## src/rtl/idu_pkg.sv

```systemverilog
// Shared decode definitions for the IDU: opcodes, funct fields, one-hot
// instruction-type bit indices and the immediate-format enum.
package idu_pkg;

  localparam logic [6:0] OPC_LUI    = 7'b0110111;
  localparam logic [6:0] OPC_AUIPC  = 7'b0010111;
  localparam logic [6:0] OPC_JAL    = 7'b1101111;
  localparam logic [6:0] OPC_JALR   = 7'b1100111;
  localparam logic [6:0] OPC_BRANCH = 7'b1100011;
  localparam logic [6:0] OPC_LOAD   = 7'b0000011;
  localparam logic [6:0] OPC_STORE  = 7'b0100011;
  localparam logic [6:0] OPC_OPIMM  = 7'b0010011;
  localparam logic [6:0] OPC_OP     = 7'b0110011;
  localparam logic [6:0] OPC_SYSTEM = 7'b1110011;

  localparam logic [2:0] F3_ADD  = 3'b000;
  localparam logic [2:0] F3_SLL  = 3'b001;
  localparam logic [2:0] F3_SLT  = 3'b010;
  localparam logic [2:0] F3_SLTU = 3'b011;
  localparam logic [2:0] F3_XOR  = 3'b100;
  localparam logic [2:0] F3_SR   = 3'b101;
  localparam logic [2:0] F3_OR   = 3'b110;
  localparam logic [2:0] F3_AND  = 3'b111;
  localparam logic [2:0] F3_BEQ  = 3'b000;
  localparam logic [2:0] F3_BNE  = 3'b001;
  localparam logic [2:0] F3_BLT  = 3'b100;
  localparam logic [2:0] F3_BGE  = 3'b101;
  localparam logic [2:0] F3_BLTU = 3'b110;
  localparam logic [2:0] F3_BGEU = 3'b111;
  localparam logic [2:0] F3_B    = 3'b000;
  localparam logic [2:0] F3_H    = 3'b001;
  localparam logic [2:0] F3_W    = 3'b010;
  localparam logic [2:0] F3_BU   = 3'b100;
  localparam logic [2:0] F3_HU   = 3'b101;

  localparam logic [6:0] F7_BASE = 7'b0000000;
  localparam logic [6:0] F7_ALT  = 7'b0100000;

  localparam logic [31:0] INST_ECALL  = 32'h0000_0073;
  localparam logic [31:0] INST_EBREAK = 32'h0010_0073;

  // Bits 0..4 keep the legacy one-hot positions.
  localparam logic [6:0] T_ADDI  = 7'd0,  T_JALR  = 7'd1,  T_EBREAK = 7'd2,  T_ADD  = 7'd3;
  localparam logic [6:0] T_LUI   = 7'd4,  T_AUIPC = 7'd5,  T_JAL    = 7'd6,  T_BEQ  = 7'd7;
  localparam logic [6:0] T_BNE   = 7'd8,  T_BLT   = 7'd9,  T_BGE    = 7'd10, T_BLTU = 7'd11;
  localparam logic [6:0] T_BGEU  = 7'd12, T_LB    = 7'd13, T_LH     = 7'd14, T_LW   = 7'd15;
  localparam logic [6:0] T_LBU   = 7'd16, T_LHU   = 7'd17, T_SB     = 7'd18, T_SH   = 7'd19;
  localparam logic [6:0] T_SW    = 7'd20, T_SLTI  = 7'd21, T_SLTIU  = 7'd22, T_XORI = 7'd23;
  localparam logic [6:0] T_ORI   = 7'd24, T_ANDI  = 7'd25, T_SLLI   = 7'd26, T_SRLI = 7'd27;
  localparam logic [6:0] T_SRAI  = 7'd28, T_SUB   = 7'd29, T_SLL    = 7'd30, T_SLT  = 7'd31;
  localparam logic [6:0] T_SLTU  = 7'd32, T_XOR   = 7'd33, T_SRL    = 7'd34, T_SRA  = 7'd35;
  localparam logic [6:0] T_OR    = 7'd36, T_AND   = 7'd37, T_ECALL  = 7'd38;

  typedef enum logic [2:0] {IMM_NONE, IMM_I, IMM_S, IMM_B, IMM_U, IMM_J} imm_fmt_e;

  typedef struct packed {
    logic       known;
    logic [6:0] bit_idx;
    imm_fmt_e   fmt;
    logic       use_rs1;
    logic       use_rs2;
    logic       writes_rd;
  } dec_t;

  function automatic dec_t mk(logic [6:0] idx, imm_fmt_e f, logic u1, logic u2, logic wr);
    return '{known: 1'b1, bit_idx: idx, fmt: f, use_rs1: u1, use_rs2: u2, writes_rd: wr};
  endfunction

  function automatic dec_t decode(logic [31:0] inst);
    dec_t       d;
    logic [2:0] f3;
    logic [6:0] f7;
    f3 = inst[14:12];
    f7 = inst[31:25];
    d  = '0;
    case (inst[6:0])
      OPC_LUI:   d = mk(T_LUI,   IMM_U, 1'b0, 1'b0, 1'b1);
      OPC_AUIPC: d = mk(T_AUIPC, IMM_U, 1'b0, 1'b0, 1'b1);
      OPC_JAL:   d = mk(T_JAL,   IMM_J, 1'b0, 1'b0, 1'b1);
      OPC_JALR:  if (f3 == 3'b000) d = mk(T_JALR, IMM_I, 1'b1, 1'b0, 1'b1);
      OPC_BRANCH:
        case (f3)
          F3_BEQ:  d = mk(T_BEQ,  IMM_B, 1'b1, 1'b1, 1'b0);
          F3_BNE:  d = mk(T_BNE,  IMM_B, 1'b1, 1'b1, 1'b0);
          F3_BLT:  d = mk(T_BLT,  IMM_B, 1'b1, 1'b1, 1'b0);
          F3_BGE:  d = mk(T_BGE,  IMM_B, 1'b1, 1'b1, 1'b0);
          F3_BLTU: d = mk(T_BLTU, IMM_B, 1'b1, 1'b1, 1'b0);
          F3_BGEU: d = mk(T_BGEU, IMM_B, 1'b1, 1'b1, 1'b0);
          default: ;
        endcase
      OPC_LOAD:
        case (f3)
          F3_B:    d = mk(T_LB,  IMM_I, 1'b1, 1'b0, 1'b1);
          F3_H:    d = mk(T_LH,  IMM_I, 1'b1, 1'b0, 1'b1);
          F3_W:    d = mk(T_LW,  IMM_I, 1'b1, 1'b0, 1'b1);
          F3_BU:   d = mk(T_LBU, IMM_I, 1'b1, 1'b0, 1'b1);
          F3_HU:   d = mk(T_LHU, IMM_I, 1'b1, 1'b0, 1'b1);
          default: ;
        endcase
      OPC_STORE:
        case (f3)
          F3_B:    d = mk(T_SB, IMM_S, 1'b1, 1'b1, 1'b0);
          F3_H:    d = mk(T_SH, IMM_S, 1'b1, 1'b1, 1'b0);
          F3_W:    d = mk(T_SW, IMM_S, 1'b1, 1'b1, 1'b0);
          default: ;
        endcase
      OPC_OPIMM:
        case (f3)
          F3_ADD:  d = mk(T_ADDI,  IMM_I, 1'b1, 1'b0, 1'b1);
          F3_SLT:  d = mk(T_SLTI,  IMM_I, 1'b1, 1'b0, 1'b1);
          F3_SLTU: d = mk(T_SLTIU, IMM_I, 1'b1, 1'b0, 1'b1);
          F3_XOR:  d = mk(T_XORI,  IMM_I, 1'b1, 1'b0, 1'b1);
          F3_OR:   d = mk(T_ORI,   IMM_I, 1'b1, 1'b0, 1'b1);
          F3_AND:  d = mk(T_ANDI,  IMM_I, 1'b1, 1'b0, 1'b1);
          F3_SLL:  if (f7 == F7_BASE) d = mk(T_SLLI, IMM_I, 1'b1, 1'b0, 1'b1);
          F3_SR:
            if (f7 == F7_BASE)     d = mk(T_SRLI, IMM_I, 1'b1, 1'b0, 1'b1);
            else if (f7 == F7_ALT) d = mk(T_SRAI, IMM_I, 1'b1, 1'b0, 1'b1);
          default: ;
        endcase
      OPC_OP:
        if (f7 == F7_BASE) begin
          case (f3)
            F3_ADD:  d = mk(T_ADD,  IMM_NONE, 1'b1, 1'b1, 1'b1);
            F3_SLL:  d = mk(T_SLL,  IMM_NONE, 1'b1, 1'b1, 1'b1);
            F3_SLT:  d = mk(T_SLT,  IMM_NONE, 1'b1, 1'b1, 1'b1);
            F3_SLTU: d = mk(T_SLTU, IMM_NONE, 1'b1, 1'b1, 1'b1);
            F3_XOR:  d = mk(T_XOR,  IMM_NONE, 1'b1, 1'b1, 1'b1);
            F3_SR:   d = mk(T_SRL,  IMM_NONE, 1'b1, 1'b1, 1'b1);
            F3_OR:   d = mk(T_OR,   IMM_NONE, 1'b1, 1'b1, 1'b1);
            default: d = mk(T_AND,  IMM_NONE, 1'b1, 1'b1, 1'b1);
          endcase
        end else if (f7 == F7_ALT) begin
          if (f3 == F3_ADD)     d = mk(T_SUB, IMM_NONE, 1'b1, 1'b1, 1'b1);
          else if (f3 == F3_SR) d = mk(T_SRA, IMM_NONE, 1'b1, 1'b1, 1'b1);
        end
      OPC_SYSTEM:
        if (inst == INST_ECALL)       d = mk(T_ECALL,  IMM_I, 1'b0, 1'b0, 1'b0);
        else if (inst == INST_EBREAK) d = mk(T_EBREAK, IMM_I, 1'b0, 1'b0, 1'b0);
      default: ;
    endcase
    return d;
  endfunction

endpackage

```

## src/rtl/idu_if.sv

```systemverilog
// IFU->IDU request and IDU->EXU decoded bundle; slave is the decode stage.
interface idu_if #(
  parameter int XLEN   = 32,
  parameter int TYPE_W = 64
);
  logic              in_valid;
  logic              in_ready;
  logic [31:0]       in_inst;
  logic [XLEN-1:0]   in_pc;
  logic              out_valid;
  logic              out_ready;
  logic [XLEN-1:0]   out_pc;
  logic [TYPE_W-1:0] out_inst_type;
  logic [XLEN-1:0]   out_imm;
  logic [4:0]        out_rd;
  logic              out_rd_wen;
  logic [XLEN-1:0]   out_rdata1;
  logic [XLEN-1:0]   out_rdata2;
  logic [4:0]        out_shamt;
  logic              out_illegal;

  modport master (
    output in_valid, in_inst, in_pc, out_ready,
    input  in_ready, out_valid, out_pc, out_inst_type, out_imm, out_rd, out_rd_wen,
           out_rdata1, out_rdata2, out_shamt, out_illegal
  );

  modport slave (
    input  in_valid, in_inst, in_pc, out_ready,
    output in_ready, out_valid, out_pc, out_inst_type, out_imm, out_rd, out_rd_wen,
           out_rdata1, out_rdata2, out_shamt, out_illegal
  );
endinterface

```

## src/rtl/idu_regfile.sv

```systemverilog
// NREG x XLEN register file, two read ports, one write port; x0 is hardwired
// to zero and a same-cycle write is forwarded to the read ports.
module idu_regfile #(
  parameter int XLEN = 32,
  parameter int NREG = 32
) (
  input  logic                    clk,
  input  logic                    rst,
  input  logic                    wen,
  input  logic [$clog2(NREG)-1:0] waddr,
  input  logic [XLEN-1:0]         wdata,
  input  logic [$clog2(NREG)-1:0] raddr1,
  input  logic [$clog2(NREG)-1:0] raddr2,
  output logic [XLEN-1:0]         rdata1,
  output logic [XLEN-1:0]         rdata2
);
  logic [NREG-1:0][XLEN-1:0] regs;

  always_ff @(posedge clk) begin
    if (rst)                    regs <= '0;
    else if (wen && waddr != 0) regs[waddr] <= wdata;
  end

  always_comb begin
    rdata1 = regs[raddr1];
    rdata2 = regs[raddr2];
    if (wen && waddr == raddr1) rdata1 = wdata;
    if (wen && waddr == raddr2) rdata2 = wdata;
    if (raddr1 == 0) rdata1 = '0;
    if (raddr2 == 0) rdata2 = '0;
  end
endmodule

```

## src/rtl/idu_stage.sv

```systemverilog
// Pipelined RV32I decode stage with register read and output bundle register.
// Define IDU_SCOREBOARD_EN to enable the busy-bit scoreboard and hazard stall.
module idu_stage
  import idu_pkg::*;
#(
  parameter int XLEN   = 32,
  parameter int NREG   = 32,
  parameter int TYPE_W = 64
) (
  input  logic            clk,
  input  logic            rst,
  idu_if.slave            bus,
  input  logic            wb_en,
  input  logic [4:0]      wb_addr,
  input  logic [XLEN-1:0] wb_data,
  input  logic            flush
);
  localparam int RW = $clog2(NREG);

  dec_t              dec;
  logic [31:0]       inst;
  logic [4:0]        rs1, rs2, rd;
  logic              legal, rd_wen, hazard, accept, wb_ok;
  logic [XLEN-1:0]   imm, rdata1, rdata2;
  logic [TYPE_W-1:0] type_vec;

  function automatic logic reg_ok(logic [4:0] idx);
    return 32'(idx) < NREG;
  endfunction

  assign inst  = bus.in_inst;
  assign rs1   = inst[19:15];
  assign rs2   = inst[24:20];
  assign rd    = inst[11:7];
  assign dec   = decode(inst);
  assign legal = dec.known && !(dec.use_rs1 && !reg_ok(rs1)) &&
                 !(dec.use_rs2 && !reg_ok(rs2)) && !(dec.writes_rd && !reg_ok(rd));
  assign rd_wen   = legal && dec.writes_rd && rd != 5'd0;
  assign type_vec = legal ? (TYPE_W'(1'b1) << dec.bit_idx) : '0;
  assign wb_ok    = wb_en && reg_ok(wb_addr);

  always_comb begin
    imm = '0;
    case (dec.fmt)
      IMM_I:   imm = XLEN'($signed(inst[31:20]));
      IMM_S:   imm = XLEN'($signed({inst[31:25], inst[11:7]}));
      IMM_B:   imm = XLEN'($signed({inst[31], inst[7], inst[30:25], inst[11:8], 1'b0}));
      IMM_U:   imm = XLEN'($signed({inst[31:12], 12'b0}));
      IMM_J:   imm = XLEN'($signed({inst[31], inst[19:12], inst[20], inst[30:21], 1'b0}));
      default: imm = '0;
    endcase
    if (!legal) imm = '0;
  end

  idu_regfile #(.XLEN(XLEN), .NREG(NREG)) u_regfile (
    .clk    (clk),
    .rst    (rst),
    .wen    (wb_ok),
    .waddr  (wb_addr[RW-1:0]),
    .wdata  (wb_data),
    .raddr1 (rs1[RW-1:0]),
    .raddr2 (rs2[RW-1:0]),
    .rdata1 (rdata1),
    .rdata2 (rdata2)
  );

`ifdef IDU_SCOREBOARD_EN
  logic [NREG-1:0] busy, busy_live, busy_next;

  // A register being written back this cycle no longer blocks issue.
  always_comb begin
    busy_live = busy;
    if (wb_ok) busy_live[wb_addr[RW-1:0]] = 1'b0;
    busy_next = busy_live;
    if (flush && bus.out_valid && bus.out_rd_wen) busy_next[bus.out_rd[RW-1:0]] = 1'b0;
    if (accept && rd_wen) busy_next[rd[RW-1:0]] = 1'b1;
  end

  assign hazard = legal && ((dec.use_rs1   && busy_live[rs1[RW-1:0]]) ||
                            (dec.use_rs2   && busy_live[rs2[RW-1:0]]) ||
                            (dec.writes_rd && busy_live[rd[RW-1:0]]));

  always_ff @(posedge clk) begin
    if (rst) busy <= '0;
    else     busy <= busy_next;
  end
`else
  assign hazard = 1'b0;
`endif

  assign bus.in_ready = (!bus.out_valid || bus.out_ready) && !hazard && !flush;
  assign accept       = bus.in_valid && bus.in_ready;

  always_ff @(posedge clk) begin
    if (rst) begin
      bus.out_valid     <= 1'b0;
      bus.out_pc        <= '0;
      bus.out_inst_type <= '0;
      bus.out_imm       <= '0;
      bus.out_rd        <= '0;
      bus.out_rd_wen    <= 1'b0;
      bus.out_rdata1    <= '0;
      bus.out_rdata2    <= '0;
      bus.out_shamt     <= '0;
      bus.out_illegal   <= 1'b0;
    end else if (flush) begin
      bus.out_valid <= 1'b0;
    end else if (accept) begin
      bus.out_valid     <= 1'b1;
      bus.out_pc        <= bus.in_pc;
      bus.out_inst_type <= type_vec;
      bus.out_imm       <= imm;
      bus.out_rd        <= rd;
      bus.out_rd_wen    <= rd_wen;
      bus.out_rdata1    <= rdata1;
      bus.out_rdata2    <= rdata2;
      bus.out_shamt     <= inst[24:20];
      bus.out_illegal   <= !legal;
    end else if (bus.out_ready) begin
      bus.out_valid <= 1'b0;
    end
  end
endmodule
```

## src/flat_wrapper.sv

```systemverilog
// flat-port wrapper written by rule: the top's interface ports become plain ports
module idu_stage_flat import idu_pkg::*;
#(
  parameter int XLEN   = 32,
  parameter int NREG   = 32,
  parameter int TYPE_W = 64
)
  (clk, rst, wb_en, wb_addr, wb_data, flush, bus_in_valid, bus_in_inst, bus_in_pc, bus_out_ready, bus_in_ready, bus_out_valid, bus_out_pc, bus_out_inst_type, bus_out_imm, bus_out_rd, bus_out_rd_wen, bus_out_rdata1, bus_out_rdata2, bus_out_shamt, bus_out_illegal);
  idu_if #(.XLEN(XLEN), .TYPE_W(TYPE_W)) bus_i ();
  input  logic clk;
  input  logic rst;
  input  logic wb_en;
  input  logic [4:0] wb_addr;
  input  logic [XLEN-1:0] wb_data;
  input  logic flush;
  input wire logic [$bits(bus_i.in_valid)-1:0] bus_in_valid;
  input wire logic [$bits(bus_i.in_inst)-1:0] bus_in_inst;
  input wire logic [$bits(bus_i.in_pc)-1:0] bus_in_pc;
  input wire logic [$bits(bus_i.out_ready)-1:0] bus_out_ready;
  output wire logic [$bits(bus_i.in_ready)-1:0] bus_in_ready;
  output wire logic [$bits(bus_i.out_valid)-1:0] bus_out_valid;
  output wire logic [$bits(bus_i.out_pc)-1:0] bus_out_pc;
  output wire logic [$bits(bus_i.out_inst_type)-1:0] bus_out_inst_type;
  output wire logic [$bits(bus_i.out_imm)-1:0] bus_out_imm;
  output wire logic [$bits(bus_i.out_rd)-1:0] bus_out_rd;
  output wire logic [$bits(bus_i.out_rd_wen)-1:0] bus_out_rd_wen;
  output wire logic [$bits(bus_i.out_rdata1)-1:0] bus_out_rdata1;
  output wire logic [$bits(bus_i.out_rdata2)-1:0] bus_out_rdata2;
  output wire logic [$bits(bus_i.out_shamt)-1:0] bus_out_shamt;
  output wire logic [$bits(bus_i.out_illegal)-1:0] bus_out_illegal;
  assign bus_i.in_valid = bus_in_valid;
  assign bus_i.in_inst = bus_in_inst;
  assign bus_i.in_pc = bus_in_pc;
  assign bus_i.out_ready = bus_out_ready;
  assign bus_in_ready = bus_i.in_ready;
  assign bus_out_valid = bus_i.out_valid;
  assign bus_out_pc = bus_i.out_pc;
  assign bus_out_inst_type = bus_i.out_inst_type;
  assign bus_out_imm = bus_i.out_imm;
  assign bus_out_rd = bus_i.out_rd;
  assign bus_out_rd_wen = bus_i.out_rd_wen;
  assign bus_out_rdata1 = bus_i.out_rdata1;
  assign bus_out_rdata2 = bus_i.out_rdata2;
  assign bus_out_shamt = bus_i.out_shamt;
  assign bus_out_illegal = bus_i.out_illegal;
  idu_stage #(.XLEN(XLEN), .NREG(NREG), .TYPE_W(TYPE_W)) u_core (.clk(clk), .rst(rst), .bus(bus_i), .wb_en(wb_en), .wb_addr(wb_addr), .wb_data(wb_data), .flush(flush));
endmodule
```

## config.mk

```make
export PLATFORM = sky130hd
export DESIGN_NAME = idu_stage_flat
export DESIGN_NICKNAME = d
export VERILOG_FILES = /design/src/rtl/idu_pkg.sv /design/src/rtl/idu_if.sv /design/src/rtl/idu_regfile.sv /design/src/rtl/idu_stage.sv /design/src/flat_wrapper.sv
export SDC_FILE = /design/constraint.sdc
export NUM_CORES = 2
export LEC_CHECK = 0
export ABC_AREA = 1
export BUFFER_PORTS_ARGS = -buffer_cell sky130_fd_sc_hd__buf_4
export CORE_AREA = 3 3 450 452
export CTS_CLUSTER_SIZE = 24
export DETAILED_ROUTE_END_ITERATION = 8
export DIE_AREA = 0 0 453 455
export PLACE_DENSITY = 0.55
export RECOVER_POWER = 100
export SYNTH_ARGS = -nofsm -noshare
export SYNTH_HDL_FRONTEND = slang
export SYNTH_SLANG_ARGS = --single-unit
```

## constraint.sdc

```tcl
create_clock -name clk -period 2 [get_ports clk]
set_input_delay 0.2 -clock clk [delete_from_list [all_inputs] [get_ports clk]]
set_output_delay 0.2 -clock clk [all_outputs]
set_load 0.01 [all_outputs]
```

# Yosys cells after proc, flatten, opt, wreduce, memory -nomap -nowiden
# Index checks and enable logic that the tools add are counted.
[op_classes] shifts=1 order_cmp=4 bitwise=1 reduce_logical=21 muxes=32 n_eq_ne=27
[ops] cell="$bwmux 1024" n=1
[ops] cell="$bmux 32 s5" n=2
[ops] cell="$mux 32" n=8
[ops] cell="$demux 32 s5" n=1
[ops] cell="$pmux 32 s5" n=1
[ops] cell="$mux 14" n=10
[ops] cell="$pmux 14 s10" n=1
[ops] cell="$pmux 14 s8" n=1
[ops] cell="$pmux 12 s7" n=1
[ops] cell="$pmux 14 s6" n=1
[ops] cell="$pmux 14 s5" n=1
[ops] cell="$mux 64" n=1
[ops] cell="$shl 1x7->64 const A" n=1
[ops] cell="$pmux 14 s3" n=1
[ops] cell="$eq 32x21->1 const B" n=1
[ops] cell="$eq 32x7->1 const B" n=1
[ops] cell="$eq 7x6->1 const B" n=4
[ops] cell="$eq 7x7->1 const B" n=4
[ops] cell="$eq 3x3->1 const B" n=6
[ops] cell="$lt 5x6->1 const B" n=3
[ops] cell="$eq 7x5->1 const B" n=2
[ops] cell="$eq 3x2->1 const B" n=4
[ops] cell="$eq 5x5->1" n=2
[ops] cell="$logic_not 5->1" n=2
[ops] cell="other kinds (14)" n=26
[word_totals] word_cells=128 reg_bits=1229

# Longest topological paths before layout
[logic_depth] depth_word=9 mapped_depth=15 ltp_nobuf=14

# Hierarchy
# Synthesis repeated with hierarchy kept, for this count alone.
[unflattened] hier_cells=10342 area_unflattened_um2=66166.0
[modules_own_cells] module="idu_regfile" n_inst=1 cells_each=9133 seq_area_each_um2=20499.7 area_per_inst_um2=57760.4
[modules_own_cells] module="idu_stage" n_inst=1 cells_each=1209 seq_area_each_um2=4103.9 area_per_inst_um2=8405.6

# Least setup slack after synthesis
# No wires, ideal clock.
[synth_path] path_kind="register to register" from="register u_core.bus.out_valid" to="register u_core.bus.out_rdata1[30] (netlist bit)" synth_period_minus_slack_ps=1715 arrival_ps=1583 setup_time_ps=132 path_stages_with_launch=9 slack_ps=285 n_path_buf=1 cell_sequence="dfxtp_1 a21oi_1 nand2_1 clkinv_1 o21ai_1 clkbuf_1 a21oi_1 o21ai_1 a21oi_1"
[synth_between] elab_chain_cells=5
[synth_rtl] item="start, declared" line="idu_if.sv:30" text="output in_ready, out_valid, out_pc, out_inst_type, out_imm, out_rd, out_rd_wen,"
[synth_rtl] item="start signal, assigned" line="idu_stage.sv:96" text="bus.out_valid <= 1'b0;"
[synth_rtl] item="start signal, assigned" line="idu_stage.sv:107" text="bus.out_valid <= 1'b0;"
[synth_rtl] item="start signal, assigned" line="idu_stage.sv:109" text="bus.out_valid <= 1'b1;"
[synth_rtl] item="$logic_not 1->1" line="idu_stage.sv:91" text="assign bus.in_ready = (!bus.out_valid || bus.out_ready) && !hazard && !flush;"
[synth_rtl] item="$logic_or 1x1->1" line="idu_stage.sv:91"
[synth_rtl] item="$logic_and 1x1->1" line="idu_stage.sv:91"
[synth_rtl] item="net bus_in_ready" line="flat_wrapper.sv:20" text="output wire logic [$bits(bus_i.in_ready)-1:0] bus_in_ready;"
[synth_rtl] item="$logic_and 1x1->1" line="idu_stage.sv:92" text="assign accept = bus.in_valid && bus.in_ready;"
[synth_rtl] item="$reduce_and 2->1 (no line)"
[synth_rtl] item="end signal, assigned" line="idu_stage.sv:115" text="bus.out_rdata1 <= rdata1;"
[synth_rtl] item="end, declared" line="idu_if.sv:31" text="out_rdata1, out_rdata2, out_shamt, out_illegal"
# The timed path passes the listed nets, and every way through them passes these cells.
# A chain may end at the register's enable or synchronous reset.

# Final worst setup path
[layout_path] from="register u_core.bus.out_valid" to="register u_core.bus.out_rdata2[23] (netlist bit)"
[layout_between] elab_chain_cells=5
[layout_rtl] item="$logic_not 1->1" line="idu_stage.sv:91"
[layout_rtl] item="$logic_or 1x1->1" line="idu_stage.sv:91"
[layout_rtl] item="$logic_and 1x1->1" line="idu_stage.sv:91"
[layout_rtl] item="$logic_and 1x1->1" line="idu_stage.sv:92"
[layout_rtl] item="$reduce_and 2->1 (no line)"
[layout_rtl] item="end signal, assigned" line="idu_stage.sv:116" text="bus.out_rdata2 <= rdata2;"
[layout_rtl] item="end, declared" line="idu_if.sv:31"
# Every way passes these cells.

==> out/metrics.yaml <==
hold_path:
  worstHoldPathCells: 4
  hold_path_class: "in -> reg"
placed_design:
  gp_congestion: 0.9481
  port_buffers: 312
  hpwl_mm: 187.3
  dpl_cell_area_um2: 68870
  dp_cells: 11197
clock_network:
  htreeDepth: 4
  cts_buffers: 137
  clkTransAtPathRegs_ps: 60
  cts.path.max_buffers: 3
  cts_sinks: 1229
  cts_tree: "done"
  clkLatencyLatePin_ps: 800
  clockRootBuffer: "clkbuf_16"
detailed_routing:
  drtPass1Iterations: 8
  ant_nets: 0
  vias: 66549
  top_layer_used: "met5"
  drt_iter0_drc: 8477
  drc: 0
  drt_wl_total_mm: 294.0
  route.met2.wl_mm: 126.9
  routed_via_density: 5.768
  wl_met1_mm: 116.8
  dr_wl_met3_mm: 28.32
  wl_per_cell_um: 25.48
sta:
  slew_violations: 0
  rsz0062_at_grt: "no"
  hold_violations: 0
  finalSetupViolCount: 0
  slew_headroom: 0.1454
  fin_crit_ps: 1964
  max_slew.worst_pin.slew_ps: 1282
  finalClockSkew_ps: 24.80
  timing.final.crit_share: 0.9819
  max_freq_mhz: 509.2
floorplan:
  core.rowCount: 164
  dieArea_um2: 206100
  core-area_um2: 199200
  start_util: 0.2992
  dieHeight_um: 455
  ios: 313
  die_x_um: 453
synth:
  ys_types: 43
  syn_avg_cell_area_um2: 6.989
  synthTopCellsByArea: "dfxtp_1 41%, a21oi_1 13%, o21ai_0 13%"
  synth_edf_count: 0
  ys_seq_area_frac: 0.4127
  synth_top_area_frac: 0.4127
  netlist_area_um2: 59610
  ys.flop_type: "dfxtp_1"
  synth_nets: 8637
  synth_warnings: 0
  syn_inst: 8530
  synthArstFlopShare: 0
  ys_ff_latch: 1229
  post-synth-top-area-cell: "dfxtp_1"
status:
  status: "completed"
finish:
  finalCoreUtilization: 0.3695
  final_common_cell: "o21ai_0"
  fin_area_um2: 73610
  drive_above_1_share: 0.1314
  nets: 8871
  area_delta_synth_final_pct: 23.49
  final_cells: 11537
  layout_common_cells: "1609 x o21ai_0, 1601 x a21oi_1, 1229 x dfxtp_1, 1209 x nand2_1, 579 x buf_4"
global_routing:
  grt_start_max_net_pins: 129
  grt_pass1_wl_mm: 423.9
  antenna_found_initial: 10
  grt_overflow_total: 0
  grt_pass1_vias: 61324
  grt_util_all_layers: 0.2726
worst_setup_path:
  worst-path-stages: 8
  reg2reg_slack_ps: 40
  worst_setup_path_end_kind: "register"
  cp_top_family: "buffers and inverters"
  cp_cell_sequence: "a21oi_2 > nand2_4 > inv_4 > nand2_1 > inv_4 > buf_12 > o211ai_1 > a21oi_1"
  critPathMaxFanout: 8
  critPathRequiredTime_ps: 2710
  critical_path_class: "reg -> reg"
  crit_buf_inv: 3
  start_kind: "register"
  cp_data_arrival_time_ps: 2680
  max_stage_delay_ps: 330
  crit_top_cell: "inv_4"
  cpMaxStageDelayCell: "dfxtp_1"
  worstRegToRegCells: 8
pwr:
  p_clk_frac: 0.451
  internal-power_w: 0.04271
  ir_worst_vdd_uv: 614.6
  power_frac_seq: 0.424
  pwr_density_cell_nw_per_um2: 805.4
  p_comb_frac: 0.125
  switchingPower_w: 0.01658
  p_leak_nw: 27.47
  netSwitchingFraction: 0.2797
flow_run:
  max_cap_viol_count: 0
[path summary, 6_finish.rpt]
check / from / endpoint
setup / recovery: u_core.bus.out_valid / u_core.bus.out_rdata2[23]
hold reg to reg: u_core.bus.out_inst_type[57] / u_core.bus.out_inst_type[57]
hold / removal: wb_data[17] / u_core.u_regfile.regs[177]
setup reg to reg: u_core.bus.out_valid / u_core.bus.out_rdata2[23]
[synthesized netlist by cell type (all sizes together) (9+ instances only)]
master and n:
o211ai 254, nand2 1223, o21ai 1625, a22oi 109
nand4 89, a21oi 1602, o2111ai 55, nor3 18
nor2 515, nand3 394, o221ai 46, clkbuf 616
dfxtp 1229, a211oi 9, o22ai 42, buf 248
inv 435
[worst register-to-register path: cells and delay by family (launching register included)]
family	cells	cell delay (ps)
buffers and inverters	3	690
AOI/OAI and AO/OA	3	470
and+or+nand+nor	2	390
DFF	1	330
[power by group through the flow]
stage | clock (W) | combinational [W] | sequential, W
floorplan | 0 | 0.00356 | 0.0256
detailed placement | 0 | 0.00717 | 0.0257
CTS | 0.0269 | 0.00734 | 0.0251
finish | 0.0267 | 0.00741 | 0.0252
global placement | 0 | 0.00714 | 0.0257
global route | 0.0279 | 0.00779 | 0.0252
[stage by stage]
stage	hold WS (ps)	setup TNS [ps]	power, W	setup WS (ps)
6_report	91.58	0	0.05929	36.25
5_1_grt	83.95	0	0.06090	4.176
4_1_cts	48.39	0	0.05943	1.993
3_5_place_dp	385.9	-15780	0.03285	-315.2
3_3_place_gp	377.3	-14330	0.03282	-306.6
2_1_floorplan	279.3	0	0.02918	285.2
[registers in the layout (all words and copies together), names as in the netlist]
signal                    cells
u_core.bus.out_shamt          5
u_core.bus.out_illegal        1
u_core.bus.out_pc            32
u_core.bus.out_imm           32
u_core.bus.out_rd_wen         1
u_core.u_regfile.regs      1024
u_core.bus.out_inst_type     64
u_core.bus.out_rdata2        32
u_core.bus.out_rdata1        32
u_core.bus.out_valid          1
u_core.bus.out_rd             5
[layer usage]
layer  vias to the layer above  GRT usage
met3                       962    0.05538
met1                     31555     0.3490
met5                         -          0
met4                        12     0.1791
met2                      3890     0.4156
li1                      30130          -
[final cells by class]
cell class,instances,area (um2)
multi-input combinational,5999,29860
fill,20615,125600
inverter,438,1683
timing repair buffer,959,9468
tap,2656,3323
sequential,1229,24600
antenna,5,12.51
clock inverter,59,759.5
clock buffer,192,3908
[repair_timing]
item | CTS | global route
endpoints found under the setup margin | 21 | 50
hold buffers | 83 | 0
endpoints found under the hold margin | 282 | 0
setup buffers | 0 | 1
resized for setup | 1 | 4
pin swaps | 0 | 1
[cells by family after synthesis]
kind of cell,Yosys count,synth area share
AOI/OAI and AO/OA,3756,0.3390
buffers and inverters,1302,0.08756
DFF,1229,0.4127
and+or+nand+nor,2243,0.1607
No activity file was read; power rests on OpenSTA's default activity.
